===== src/rtl/dmem_arbiter.sv =====
// Shares the data-memory port between the core MEM stage and the debug port; grant to mem_req is 1 cycle, min access 2 cycles.
// Backpressure: core held via combinational core_stall, debug via level dbg_req until dbg_ack; stuck memory aborts after MAX_WAIT.
module dmem_arbiter #(
  parameter int STARVE_LIMIT = 4,
  parameter int MAX_WAIT     = 15
) (
  input  logic        clk,
  input  logic        reset_n,
  input  logic        core_req,
  input  logic        core_we,
  input  logic [31:0] core_addr,
  input  logic [31:0] core_wdata,
  output logic [31:0] core_rdata,
  output logic        core_stall,
  input  logic        dbg_req,
  input  logic        dbg_we,
  input  logic [31:0] dbg_addr,
  input  logic [31:0] dbg_wdata,
  output logic [31:0] dbg_rdata,
  output logic        dbg_ack,
  output logic        mem_req,
  output logic        mem_we,
  output logic [31:0] mem_addr,
  output logic [31:0] mem_wdata,
  input  logic [31:0] mem_rdata,
  input  logic        mem_ready,
  output logic        timeout_err
);

  localparam int SCW = (STARVE_LIMIT < 1) ? 1 : $clog2(STARVE_LIMIT + 1);
  localparam logic [SCW-1:0] STARVE_MAX = SCW'(STARVE_LIMIT);
  localparam logic [SCW-1:0] STARVE_ONE = SCW'(1);
  localparam logic [7:0]     WAIT_MAX   = 8'(MAX_WAIT);

  typedef enum logic [1:0] {
    IDLE      = 2'd0,
    CORE_BUSY = 2'd1,
    DBG_BUSY  = 2'd2
  } state_t;

  state_t          state;
  state_t          state_nxt;
  logic [SCW-1:0]  starve_cnt;
  logic [7:0]      wait_cnt;
  logic [31:0]     core_rdata_q;
  logic [31:0]     resp_data;
  logic            busy;
  logic            starved;
  logic            abort;
  logic            completing;
  logic            core_done;
  logic            dbg_done;
  logic            grant_core;
  logic            grant_dbg;

  always_ff @(posedge clk or negedge reset_n) begin
    if (!reset_n) begin
      state <= IDLE;
    end else begin
      state <= state_nxt;
    end
  end

  // A ready arriving in the same cycle as the wait limit wins over the abort.
  always_comb begin
    state_nxt  = state;
    grant_core = 1'b0;
    grant_dbg  = 1'b0;
    busy       = (state != IDLE);
    starved    = (starve_cnt >= STARVE_MAX);
    abort      = busy && !mem_ready && (wait_cnt == WAIT_MAX);
    completing = busy && (mem_ready || abort);
    core_done  = (state == CORE_BUSY) && completing;
    dbg_done   = (state == DBG_BUSY) && completing;
    resp_data  = abort ? 32'h0000_0000 : mem_rdata;
    case (state)
      IDLE: begin
        if (dbg_req && (!core_req || starved)) begin
          grant_dbg = 1'b1;
          state_nxt = DBG_BUSY;
        end else if (core_req) begin
          grant_core = 1'b1;
          state_nxt  = CORE_BUSY;
        end
      end
      CORE_BUSY, DBG_BUSY: begin
        if (completing) begin
          state_nxt = IDLE;
        end
      end
      default: state_nxt = IDLE;
    endcase
  end

  assign mem_req    = busy;
  assign core_stall = core_req && !core_done;
  assign core_rdata = core_done ? resp_data : core_rdata_q;

  always_ff @(posedge clk or negedge reset_n) begin
    if (!reset_n) begin
      mem_we       <= 1'b0;
      mem_addr     <= 32'h0;
      mem_wdata    <= 32'h0;
      wait_cnt     <= 8'h0;
      starve_cnt   <= '0;
      timeout_err  <= 1'b0;
      dbg_ack      <= 1'b0;
      dbg_rdata    <= 32'h0;
      core_rdata_q <= 32'h0;
    end else begin
      dbg_ack <= dbg_done;

      if (grant_core) begin
        mem_we    <= core_we;
        mem_addr  <= core_addr;
        mem_wdata <= core_wdata;
      end else if (grant_dbg) begin
        mem_we    <= dbg_we;
        mem_addr  <= dbg_addr;
        mem_wdata <= dbg_wdata;
      end

      if (grant_core || grant_dbg) begin
        wait_cnt <= 8'h0;
      end else if (busy && !completing) begin
        wait_cnt <= wait_cnt + 8'd1;
      end

      // Bubble cycles with dbg_req still high keep the count alive.
      if (grant_dbg) begin
        starve_cnt <= '0;
      end else if ((state == IDLE) && !dbg_req) begin
        starve_cnt <= '0;
      end else if (grant_core && dbg_req && !starved) begin
        starve_cnt <= starve_cnt + STARVE_ONE;
      end

      if (abort) begin
        timeout_err <= 1'b1;
      end
      if (dbg_done) begin
        dbg_rdata <= resp_data;
      end
      if (core_done) begin
        core_rdata_q <= resp_data;
      end
    end
  end

endmodule

===== config.mk =====
export PLATFORM = sky130hd
export DESIGN_NAME = dmem_arbiter
export DESIGN_NICKNAME = d
export VERILOG_FILES = /design/src/rtl/dmem_arbiter.sv
export SDC_FILE = /design/constraint.sdc
export NUM_CORES = 1
export LEC_CHECK = 0
export ABC_AREA = 1
export BUFFER_PORTS_ARGS = -buffer_cell sky130_fd_sc_hd__buf_2
export CAP_MARGIN = 0
export CORE_MARGIN = 10
export CORE_UTILIZATION = 46
export DETAILED_ROUTE_END_ITERATION = 6
export PLACE_DENSITY = 0.92
export SYNTH_ARGS = -nofsm -noshare
export SYNTH_HDL_FRONTEND = slang
export SYNTH_SLANG_ARGS = --single-unit
export TNS_END_PERCENT = 100

===== constraint.sdc =====
create_clock -name clk -period 1.9 [get_ports clk]
set_input_delay 0.095 -clock clk [delete_from_list [all_inputs] [get_ports clk]]
set_output_delay 0.095 -clock clk [all_outputs]
set_load 0.02 [all_outputs]

Word level (Yosys, flattened, before mapping). Cells that the tools add are included.

Flip-flop bits (word level): 144. Word-level logic and storage cells: 67. Output and inout port bits: 133. Input bits: 167.

Mux-type cells: 22. Order comparisons: 1. Add/subtract/negate cells: 2. Reduce and logical (&&, ||, !) cells: 27. Eq/ne operators: 5.

Operator list (count): 2-to-1 mux 32 bit (6); 2-to-1 mux 8 bit (2); logical AND 1 bit (11); 2-to-1 mux 3 bit (3); adder 8 x 1 -> 8 bit, second input constant (1); equality test 8 x 4 -> 1 bit, second input constant (1); 2-to-1 mux 1 bit (7); zero test 1 bit (6); 2-to-1 mux 2 bit (3); nonzero test 2 bit (3); one-hot mux 2 bit (2 select lines) (1); adder 3 x 1 -> 3 bit, second input constant (1); greater-or-equal comparator 3 bit, second input constant (1); logical OR 1 bit (3); inequality test 3 bit, second input constant (1); nonzero test 3 bit (1); equality test 2 x 1 -> 1 bit, second input constant (1); equality test 2 bit, second input constant (1); zero test 2 bit (1); inequality test 2 bit, second input constant (1); AND reduction 2 bit (1); OR reduction 2 bit (1).

Logic depth before layout (Yosys ltp). Gate-level depths: netlist (run 1).

Depth after elaboration: 10. Gate-level depth with buffers: 10. Mapped depth without buffers: 10.

Worst setup path before layout (run 1). No wires, ideal clock.

Kind: register -> register. Start point: reg state[0]. End point: reg core_rdata_q[25]. Setup time: 0.186 ns. Data required time: 1.714 ns. Setup slack: -0.150 ns. Data arrival time: 1.864 ns. Buffers on the path: 1. Cell stages (with the launch flop): 9. Clock period less this slack: 2.050 ns. Path through: dfrtp_1 > inv_1 > ha_1 > nor2_1 > nand2_4 > nand2_4 > nand3_4 > buf_2 > o21ai_0.

Cells in the longest elaborated chain, start to end: 7. Elaborated cells between the ends (all ways): 9. Classes of those cells: eq/ne: 1; mux: 2; reduce/logical: 6.

RTL lines: start, declared (RTL line 41) `state_t state;`; start signal, assigned (RTL line 60) `state <= state_nxt;`; nonzero test 2 bit (RTL line 69) `busy = (state != IDLE);`; logical AND 1 bit (2 in series) (RTL line 71) `abort = busy && !mem_ready && (wait_cnt == WAIT_MAX);`; logical OR 1 bit (RTL line 72) `completing = busy && (mem_ready || abort);`; logical AND 1 bit (RTL line 72); logical AND 1 bit (RTL line 73) `core_done = (state == CORE_BUSY) && completing;`; 2-to-1 mux 32 bit (*); named net core_rdata[25] (RTL line 13) `output logic [31:0] core_rdata,`; end signal, assigned (RTL line 145) `core_rdata_q <= resp_data;`; end, declared (RTL line 45) `logic [31:0] core_rdata_q;`.

The timed path passes the listed nets; every way through them passes the cells marked *. A chain may end at the register's enable or synchronous reset.

Final worst setup path (run 1).
Start point: reg wait_cnt[0]. End point: out core_rdata[17].

Cells in the longest elaborated chain, start to end: 6. Elaborated cells between the ends (all ways): 7. Classes of those cells: eq/ne: 1; mux: 2; reduce/logical: 4.

RTL lines: start, declared (RTL line 44) `logic [7:0] wait_cnt;`; start signal, assigned (RTL line 126) `wait_cnt <= wait_cnt + 8'd1;`; equality test 8 x 4 -> 1 bit (*) (RTL line 71); logical AND 1 bit (*) (RTL line 71); logical OR 1 bit (RTL line 72); logical AND 1 bit (RTL line 72); logical AND 1 bit (RTL line 73); 2-to-1 mux 32 bit (*); end, declared (RTL line 13).

Mark *: on every way between the ends. The rest lies on a longest branch, timed or not.

==> metrics.md, run 1 <==
| Metric | Value |
|---|---|
| Final TNS setup | `-10,860 ps` |
| Crit Path Category | `register to primary output` |
| Setup crit end kind | `primary output` |
| Via count of the first global-routing pass | `7,944` |
| Clock tree from TritonCTS | `built` |
| Final-layout fill cell count | `630` |
| Antenna-violating nets left | `0` |
| VDD IR max | `0.985 mV` |
| Aggregate routed wire length | `32,900 um` |
| Hold violation count in the final report | `0` |
| Number of vias per cell after detailed routing | `5.73` |
| Multi-input combinational cell area | `0.00280 mm^2` |
| Comb pwr share | `52.1%` |
| Antenna violations before repair | `4` |
| Proportion of layout cells with a drive suffix above 1 | `41.6%` |
| Violated checks | `setup timing` |
| Compound-cell area share of the yosys netlist | `7.78%` |
| Die extent in x | `136 um` |
| Share of power burned in the clock network | `18.0%` |
| Worst Path Required | `1800 ps` |
| Syn Area/Cell | `8.78 um^2` |
| Placement-stage cell area | `0.00793 mm^2` |
| Half-perimeter wire length after placement | `14,800 um` |
| Clock Pin Slew Worst Setup and Hold Paths | `70 ps` |
| Clock period minus worst slack | `2300 ps` |
| Layout Skew | `16.0 ps` |
| Global-route wire length before repair | `45,400 um` |
| Combinational family with the most area after synthesis | `simple AND/OR/NAND/NOR gates` |
| XOR/XNOR Fraction of Synth Area | `0.143%` |
| Placer Congestion | `0.862` |
| Worst skew pair latency | `430 ps` |
| Register Area | `0.00360 mm^2` |
| Sink count of the clock tree | `144` |
| Normalized max-slew margin | `69.3%` |
| Worst endpoint data arrival time | `2200 ps` |
| Synthesized flop and latch total | `144` |
| Port Buf Inserts | `299` |
| Pin slew with the least headroom to its limit | `461 ps` |
| Height of the die | `136 um` |
| Crit path max-delay family | `buffers and inverters` |
| Hold/Removal Path Class | `primary input to register` |
| Number of setup violations in the final report | `36` |
| Static leakage | `5.72 nW` |
| DRC violation count after routing | `0` |
| Start of the worst register-to-register path | `wait_cnt[0]$_DFFE_PN0P_` |
| Part of the Yosys area used for sequential elements | `58.6%` |
| DRC violation total after the first TritonRoute iteration | `857` |
| Count of mapped cells out of synthesis | `700` |
| Post-synthesis cell type count | `29` |
| Most frequent standard cell in the layout excluding fill and tap cells | `nand2_1` |
| Clock Tree Root | `clkbuf_16` |
| Fraction of the mapped netlist area in simple logic gates | `28.0%` |
| Area Overhead vs Synth | `81.5%` |
| Warning count from the yosys run | `0` |
| Number of buffers and inverters on the critical path | `3` |
| Overall via count from detail_route | `7,879` |
| Result of the run | `finished, violations left` |
| Max Transition Viols Final | `0` |
| Start point of the critical path | `wait_cnt[0]$_DFFE_PN0P_` |
| Row Count | `42` |
| Number of top-level pins | `300` |
| Critical Path Source Type | `register` |
| H-tree lvl count | `4` |
| Highest-count cells in the layout ignoring fill and taps | `nand2_1, buf_2, dlygate4sd3_1` |
| WL/cell | `23.9 um` |
| First-pass DRT Iterations | `7` |
| Adder-cell share of the synthesized area | `1.02%` |
| RSZ-0062 raised after global routing | `yes` |
| Post-route clock period utilization | `121%` |
| Largest incremental delay on the critical path | `370 ps` |
| Power per cell area | `1640 mW/mm^2` |
| Sequential share of power | `29.9%` |
| CP cell instances | `ha_2 > nand3_4 > nor2_4 > nand2_4 > nand2_4 > nand3_4 > buf_12 > buf_16 > o21ai_2 > buf_6` |
| Smallest hold slack | `6.00 ps` |
| Effective utilization at floorplan | `46.6%` |
| Highest net fanout along the worst path | `7` |
| Startpoint of the lowest-slack hold path | `mem_rdata[1]` |
| Total die area | `0.0184 mm^2` |
| Aggregate global routing overflow | `0` |
| Internal Dissipation | `9.96 mW` |
| PnR worst setup slack | `-400 ps` |
| DP Worst Slack | `-71.0 ps` |
| Netlist area before placement | `0.00615 mm^2` |
| Std-Cell Core Area | `0.0132 mm^2` |
| Max Clock Freq | `435 MHz` |
| Largest net degree at the start of global routing | `66` |
| Sw Pwr | `8.32 mW` |
| Reported max-cap violation count | `0` |
| Net count after synthesis | `872` |
| Worst-path cell with the longest stage delay | `dfrtp_1` |
| Share of total power consumed by net switching | `45.5%` |
| Cell area after layout | `0.0112 mm^2` |
| Nets | `1,354` |
| Maximum buffer depth of the clock tree | `2` |
| Num CTS Buffers | `17` |
| GRT Resource Usage Total | `31.8%` |
| Multiplexer fraction of the synthesized cell area | `0%` |
## tightest hold or removal path: stages
cell and delay, ps:
buf_2 100, nand2_2 110, o21ai_4 80
## synthesized netlist by cell type
library cell | instances | area [um^2]
a21oi_1 | 3 | 15.0
a22oi_1 | 1 | 7.51
a31oi_1 | 1 | 6.26
buf_1 | 5 | 18.8
buf_2 | 12 | 60.1
buf_6 | 6 | 67.6
clkbuf_1 | 14 | 52.6
clkinv_1 | 1 | 3.75
dfrtp_1 | 144 | 3600
ha_1 | 5 | 62.6
inv_1 | 18 | 67.6
inv_2 | 1 | 3.75
nand2_1 | 326 | 1220
nand2_4 | 2 | 22.5
nand3_1 | 73 | 365
nand3_2 | 2 | 20.0
nand3_4 | 1 | 17.5
nand4_1 | 4 | 25.0
nor2_1 | 6 | 22.5
nor2_2 | 1 | 6.26
nor2_4 | 1 | 11.3
nor3_1 | 1 | 5.00
o2111ai_1 | 1 | 8.76
o21ai_0 | 9 | 45.0
o21ai_1 | 36 | 180
o21ai_2 | 23 | 201
o21bai_1 | 1 | 7.51
o22ai_1 | 1 | 6.26
xnor2_1 | 1 | 8.76
## worst paths after layout
| kind | end | slack, ps | cells after the start |
|---|---|---|---|
| max in group asynchronous | wait_cnt[6]$_DFFE_PN0P_ | 1050 | 3 |
| max reg2reg | core_rdata_q[27]$_DFF_PN0_ | -20 | 10 |
| min | core_rdata_q[1]$_DFF_PN0_ | 6 | 3 |
| min reg2reg | mem_wdata[25]$_DFFE_PN0N_ | 480 | 2 |
| max | core_rdata[17] | -400 | 10 |
| min in group asynchronous | core_rdata_q[0]$_DFF_PN0_ | 170 | 2 |
## what timing repair did
| action | 4_1_cts | 5_1_grt |
|---|---|---|
| gates cloned | 5 | 2 |
| setup endpoints to repair | 33 | 43 |
| gates resized for setup | 171 | 31 |
| buffers inserted | 14 | 10 |
| hold buffers | 152 | 0 |
| endpoints found under the hold margin | 172 | 0 |
| pin swaps | 9 | 9 |
## power by group through the flow
stage / combinational (mW) / sequential [mW] / clock (mW)
floorplan: 2.88 / 6.38 / 0
global placement: 6.65 / 5.08 / 0
detailed placement: 6.83 / 5.16 / 0
CTS: 8.52 / 5.17 / 3.25
global route: 9.94 / 5.55 / 3.42
finish: 9.52 / 5.47 / 3.28
## kinds of logic after synthesis
| family | Yosys count |
|---|---|
| AO/OA/AOI/OAI | 76 |
| AND/OR/NAND/NOR | 417 |
| adder cells (fa/ha/maj) | 5 |
| XOR/XNOR | 1 |
| buffers and inverters | 57 |
| flip-flops | 144 |
## registers in the layout, indices dropped and copies added, names as in the netlist, 2 cells and up
signal,cells
dbg_rdata,32
wait_cnt,8
mem_addr,32
mem_wdata,32
core_rdata_q,32
state,2
starve_cnt,3
## final cells by class
type | instances | area share, %
clock buffers | 18 | 3.94
well taps | 176 | 1.97
inverters | 20 | 0.684
flip-flops and latches | 144 | 32.3
repair buffers | 500 | 34.7
diodes | 4 | 0.0898
multi-input cells | 499 | 25.1
clock inverters | 14 | 1.18
## metrics by stage
step / utilization [%] / std cells / power [mW]
detailed placement: 60.1 / 1156 / 12.0
CTS: 82.5 / 1359 / 16.9
global route: 84.5 / 1375 / 18.9
finish: 84.5 / 1375 / 18.3
global placement: 60.1 / 1156 / 11.7
floorplan: - / 700 / 9.26
## metal layers
metal / GRT usage [%] / vias to the layer above / share of wire [%]
li1: - / 3222 / -
met1: 33.3 / 3618 / 31
met2: 53.4 / 804 / 48
met3: 12.1 / 235 / 13
met4: 19.1 / 0 / 7.4
met5: 0 / - / 0
(Power assumes the default switching activity.)
==> inputs of run 2 (changes only) <==
--- a/config.mk
+++ b/config.mk
@@ -11,6 +11,8 @@
 export CORE_MARGIN = 10
 export CORE_UTILIZATION = 46
 export DETAILED_ROUTE_END_ITERATION = 6
+export HOLD_SLACK_MARGIN = 0.05
+export MAX_ROUTING_LAYER = met4
 export PLACE_DENSITY = 0.92
 export SYNTH_ARGS = -nofsm -noshare
 export SYNTH_HDL_FRONTEND = slang
==> run 2 against run 1 <==
The flow finishes with violations (DRC, setup timing). Routed wire length up 4.2%. Power up 1.1%. Sequential power about the same. Worst hold slack better by 110 ps. Maximum frequency rose by 0.59%. Clock skew grew 14 ps. Global-route usage increased by 2.2 points. First-iteration DRC count increased by 31%. Cell count increased by 1.2%. Sequential share of layout area down 0.51 points.
==> metrics.md, run 2 (synthesis gave the netlist of run 1 again) <==
| Metric | Value |
|---|---|
| GRT Resource Usage Total | `34.1%` |
| Critical Path Source Type | `register` |
| Port Buf Inserts | `299` |
| Hold-critical path depth | `5` |
| Static leakage | `5.79 nW` |
| WL/cell | `24.6 um` |
| Pin slew with the least headroom to its limit | `464 ps` |
| Std-Cell Core Area | `0.0132 mm^2` |
| Row Count | `42` |
| Endpoint of the worst hold path | `state[1]$_DFFE_PN0P_` |
| Number of setup violations in the final report | `35` |
| First-pass DRT Iterations | `7` |
| Num CTS Buffers | `17` |
| Aggregate routed wire length | `34,300 um` |
| Setup crit end kind | `primary output` |
| DRC violation total after the first TritonRoute iteration | `1,125` |
| Hold violation count in the final report | `0` |
| Total die area | `0.0184 mm^2` |
| Placer Congestion | `0.876` |
| Clock period minus worst slack | `2290 ps` |
| Max Clock Freq | `437 MHz` |
| Max Transition Viols Final | `0` |
| Sink count of the clock tree | `144` |
| Die extent in x | `136 um` |
| Via count of the first global-routing pass | `8,187` |
| VDD IR max | `0.974 mV` |
| Antenna violations before repair | `5` |
| Hold/Removal Path Class | `primary input to register` |
| Violated checks | `DRC, setup timing` |
| Nets | `1,368` |
| Area Overhead vs Synth | `84.4%` |
| DRC violation count after routing | `1` |
| Highest-count cells in the layout ignoring fill and taps | `nand2_1, buf_2, dlygate4sd3_1` |
| Clock Tree Root | `clkbuf_16` |
| Normalized max-slew margin | `69.0%` |
| Startpoint of the lowest-slack hold path | `core_req` |
| Placement-stage cell area | `0.00793 mm^2` |
| Half-perimeter wire length after placement | `14,800 um` |
| Final-layout fill cell count | `576` |
| Layout Skew | `30.4 ps` |
| Height of the die | `136 um` |
| Start of the worst register-to-register path | `wait_cnt[0]$_DFFE_PN0P_` |
| Post-route clock period utilization | `120%` |
| R2R setup slack | `-30 ps` |
| Cell area after layout | `0.0113 mm^2` |
| Proportion of layout cells with a drive suffix above 1 | `41.9%` |
| Antenna-violating nets left | `0` |
| Number of top-level pins | `300` |
| Maximum buffer depth of the clock tree | `2` |
| Worst reg2reg path depth | `11` |
| Global-route wire length before repair | `47,100 um` |
| PnR worst setup slack | `-386 ps` |
| Effective utilization at floorplan | `46.6%` |
| Clock Pin Slew Worst Setup and Hold Paths | `70 ps` |
| Worst endpoint data arrival time | `2190 ps` |
| Crit Path Category | `register to primary output` |
| Aggregate global routing overflow | `0` |
| Result of the run | `finished, violations left` |
| Worst Path Required | `1800 ps` |
| Power per cell area | `1630 mW/mm^2` |
| Worst skew pair latency | `430 ps` |
| Reported max-cap violation count | `0` |
| Largest net degree at the start of global routing | `66` |
| RSZ-0062 raised after global routing | `yes` |
| Number of vias per cell after detailed routing | `5.83` |
| Most frequent standard cell in the layout excluding fill and tap cells | `nand2_1` |
| H-tree lvl count | `4` |
| Highest net fanout along the worst path | `7` |
| Clock tree from TritonCTS | `built` |
| Sum of internal, switching and leakage power | `18.5 mW` |
| Overall via count from detail_route | `8,115` |
| End of the worst register-to-register path | `dbg_rdata[22]$_DFFE_PN0P_` |
run 2: stage by stage:
stage                     hold WS [ps]  cells  TNS [ps]  worst slack [ps]  utilization [%]
after floorplan                   -201    700     -1050              -150                -
final                              112   1391    -11080              -386             85.9
after global routing               156   1390    -13340              -460             85.9
after detailed placement          53.8   1156      -154             -71.0             60.1
after global placement            60.5   1156         0               117             60.1
after CTS                         75.4   1371     -8040              -258             83.4
run 2: critical path: stages, from the launching register on:
cell and delay, ps:
dfrtp_1 400, ha_4 180, nand3_4 90, nor2_4 170
nand2_4 80, nand2_4 80, nand3_4 80, buf_12 170
buf_16 160, o21ai_2 200, buf_6 160
run 2: final cells by class:
type                       count  area, um^2  share of cell area (%)
antenna                        6        15.0                   0.132
inverter                      20        76.3                   0.674
clock buffer                  18         439                    3.88
clock inverter                14         131                    1.16
multi-input combinational    499        2820                    24.9
timing repair buffer         514        4020                    35.5
tap                          176         220                    1.94
sequential                   144        3600                    31.8
run 2: layer usage:
| metal | track usage (%) | routed length [um] | vias to the layer above |
|---|---|---|---|
| li1 | - | - | 3256 |
| met4 | 19.4 | 2510 | 0 |
| met2 | 55.3 | 16300 | 878 |
| met1 | 36.1 | 11100 | 3740 |
| met3 | 10.6 | 4410 | 241 |
| met5 | - | 0 | - |
run 2: worst max path at each step:
stage | startpoint | endpoint | depth (start not counted)
after floorplan | state[0]$_DFFE_PN0P_ | core_rdata_q[25]$_DFF_PN0_ | 8
after global placement | state[0]$_DFFE_PN0P_ | core_rdata[26] | 9
after detailed placement | state[0]$_DFFE_PN0P_ | core_rdata[26] | 9
after CTS | wait_cnt[0]$_DFFE_PN0P_ | core_rdata[26] | 10
after global routing | wait_cnt[0]$_DFFE_PN0P_ | core_rdata[17] | 10
final | wait_cnt[0]$_DFFE_PN0P_ | core_rdata[14] | 10
run 2: timing repair:
action | in CTS | in global routing
hold buffers | 164 | 0
buffers inserted | 14 | 11
cloned | 5 | 3
gates resized for setup | 171 | 37
pin swaps | 9 | 11
setup endpoints to repair | 33 | 53
hold endpoints to repair | 270 | 0
run 2: report_power, final:
group,internal (mW),total (mW),leakage [nW],switching [mW]
clock,1.86,3.32,0.281,1.45
combinational,3.66,9.67,3.70,6.01
sequential,4.47,5.50,1.80,1.03
total,9.99,18.5,5.79,8.49
==> inputs of run 3 (changes only) <==
==> constraint.sdc (replaced) <==
create_clock -name clk -period 1.9 [get_ports clk]
set_input_delay 0.095 -clock clk [delete_from_list [all_inputs] [get_ports clk]]
set_output_delay 0.095 -clock clk [all_outputs]
set_load 0.01 [all_outputs]
==> run 3 against run 2 <==
The flow finishes with violations (setup timing). Die area did not move. Utilization shrank 1.7 points. Routed wire length shrank 2.9%. Final area decreased by 2.0%. Register-to-register slack about the same. Setup slack lost 110 ps. Clock-buffer cell count shrank 1. Worst hold slack lost 8.5 ps. Cell count is the same. Combinational power is 16% lower. Power is 8.1% lower. Highest routed layer unchanged.
==> metrics.md, run 3 (synthesis gave the netlist of run 1 again) <==
| Metric | Value |
|---|---|
| Total die area | `0.0184 mm^2` |
| Violated checks | `setup timing` |
| DP Worst Slack | `-7.41 ps` |
| Hold violation count in the final report | `0` |
| Effective utilization at floorplan | `46.6%` |
| GRT Resource Usage Total | `31.4%` |
| Std-Cell Core Area | `0.0132 mm^2` |
| Proportion of layout cells with a drive suffix above 1 | `39.3%` |
| Result of the run | `finished, violations left` |
| Most frequent standard cell in the layout excluding fill and tap cells | `nand2_1` |
| R2R setup slack | `-30 ps` |
| Max Transition Viols Final | `0` |
| Multi-input combinational cell area | `0.00269 mm^2` |
| Endpoint of the worst hold path | `state[0]$_DFFE_PN0P_` |
| Area Overhead vs Synth | `80.7%` |
| Comb pwr share | `47.6%` |
| Maximum buffer depth of the clock tree | `2` |
| Number of setup violations in the final report | `34` |
| DRC violation count after routing | `0` |
| Worst Path Required | `1800 ps` |
| Post-route clock period utilization | `126%` |
| Half-perimeter wire length after placement | `14,800 um` |
| Sw Pwr | `7.21 mW` |
| Row Count | `42` |
| Number of vias per cell after detailed routing | `5.75` |
| Largest net degree at the start of global routing | `48` |
| Nets | `1,361` |
| Critical Path Source Type | `register` |
| Share of power burned in the clock network | `20.3%` |
| Static leakage | `5.72 nW` |
| H-tree lvl count | `4` |
| Met2 Usage GRT | `50.5%` |
| Hold-critical path depth | `5` |
| Clock period minus worst slack | `2400 ps` |
| PnR worst setup slack | `-497 ps` |
| Worst reg2reg path depth | `11` |
| Global-route wire length before repair | `43,800 um` |
| Clock Pin Slew Worst Setup and Hold Paths | `60 ps` |
| End of the worst register-to-register path | `core_rdata_q[30]$_DFF_PN0_` |
| Sink count of the clock tree | `144` |
| Final-layout fill cell count | `585` |
| Clock tree from TritonCTS | `built` |
| Crit Path Category | `register to primary output` |
| Power per cell area | `1530 mW/mm^2` |
| Num CTS Buffers | `17` |
| Sequential share of power | `32.2%` |
| Max Clock Freq | `417 MHz` |
| Hold/Removal Path Class | `primary input to register` |
| Startpoint of the lowest-slack hold path | `core_req` |
| Register Area | `0.00360 mm^2` |
| Pin slew with the least headroom to its limit | `357 ps` |
| Internal Dissipation | `9.78 mW` |
| Placer Congestion | `0.839` |
| WL/cell | `23.9 um` |
| Worst skew pair latency | `430 ps` |
| RSZ-0062 raised after global routing | `yes` |
| First-pass DRT Iterations | `5` |
| Layout Skew | `11.3 ps` |
| Number of top-level pins | `300` |
| Port Buf Inserts | `299` |
| Aggregate global routing overflow | `0` |
| Normalized max-slew margin | `76.1%` |
| Via count of the first global-routing pass | `8,013` |
| Worst endpoint data arrival time | `2300 ps` |
| Highest net fanout along the worst path | `15` |
| Aggregate routed wire length | `33,300 um` |
| M3 GR Usage | `9.79%` |
| Height of the die | `136 um` |
| Highest-count cells in the layout ignoring fill and taps | `nand2_1, buf_2, dlygate4sd3_1` |
| Share of total power consumed by net switching | `42.5%` |
| Antenna-violating nets left | `0` |
| Start of the worst register-to-register path | `wait_cnt[1]$_DFFE_PN0P_` |
| Final Core Density | `84.2%` |
| VDD IR max | `0.860 mV` |
| Clock Tree Root | `clkbuf_16` |
| DRC violation total after the first TritonRoute iteration | `999` |
| Antenna violations before repair | `13` |
| Setup crit end kind | `primary output` |
| Overall via count from detail_route | `7,998` |
| Die extent in x | `136 um` |
| Reported max-cap violation count | `0` |
| GR met1 Demand/Resource | `33.0%` |
| Highest-utilization routing layer at the global route stage | `met2` |
## run 3: cell types whose count changed in the layout (fill, tap and decap cells not counted), moves of 3 or more
cell / delta
clkinv_2: -4
inv_6: +3
buf_6: -11
nand2_2: -20
o21ai_2: +6
buf_4: -7
o21ai_4: -6
buf_2: +12
nand2_4: -4
diode_2: +7
nand2_1: +24
## run 3: worst max path at each step
stage	start	end	slack, ps	cells after the start
floorplan	state[0]$_DFFE_PN0P_	core_rdata_q[25]$_DFF_PN0_	100	8
global placement	state[0]$_DFFE_PN0P_	core_rdata[26]	120	9
detailed placement	wait_cnt[1]$_DFFE_PN0P_	core_rdata[27]	-7	9
CTS	wait_cnt[0]$_DFFE_PN0P_	core_rdata[12]	-310	10
global route	wait_cnt[1]$_DFFE_PN0P_	core_rdata[8]	-550	11
finish	wait_cnt[1]$_DFFE_PN0P_	core_rdata[8]	-500	11
## run 3: power groups by stage
stage / combinational, mW / sequential (mW) / clock [mW]
final: 8.08 / 5.47 / 3.44
after global routing: 8.51 / 5.55 / 3.58
after CTS: 6.40 / 5.12 / 3.42
after detailed placement: 5.71 / 5.15 / 0
after global placement: 5.53 / 5.09 / 0
after floorplan: 2.58 / 5.61 / 0
## run 3: worst max-delay path: stages (launching register included)
cell and delay (ps):
dfrtp_1 430, ha_4 190, nand3_4 100, nor2_4 170
nand2_4 70, nand2_4 80, nand3_4 120, buf_6 160
buf_12 150, nand2_1 170, o21ai_4 110, buf_6 130
## run 3: stage by stage
stage	total power, mW	cell area, um^2	hold WS, ps	setup TNS, ps	std cells
global placement	10.6	7930	9.16	0	1156
finish	17.0	11100	104	-13590	1391
CTS	14.9	10500	66.1	-9420	1368
detailed placement	10.9	7930	2.36	-7.41	1156
floorplan	8.18	6150	-201	0	700
global route	17.6	11100	132	-16050	1391
## run 3: metal layers
metal | vias to the layer above | part of all wire [%]
met5 | - | 0
met3 | 237 | 12
met1 | 3665 | 33
met4 | 0 | 7.3
met2 | 843 | 48
li1 | 3253 | -
## run 3: area by class of cell
class	count	area share, %
Timing Repair Buffer	507	34.9
Sequential cell	144	32.5
Multi-Input combinational cell	499	24.2
Clock buffer	17	3.83
Tap cell	176	1.98
Clock inverter	15	1.58
Inverter	20	0.676
Antenna cell	13	0.293
## run 3: what timing repair did
item | in CTS | in global routing
hold buffers | 164 | 0
buffers inserted | 12 | 9
pin swaps | 4 | 10
gates resized for setup | 34 | 95
hold endpoints to repair | 271 | 0
endpoints found under the setup margin | 33 | 51
gates cloned | 4 | 2
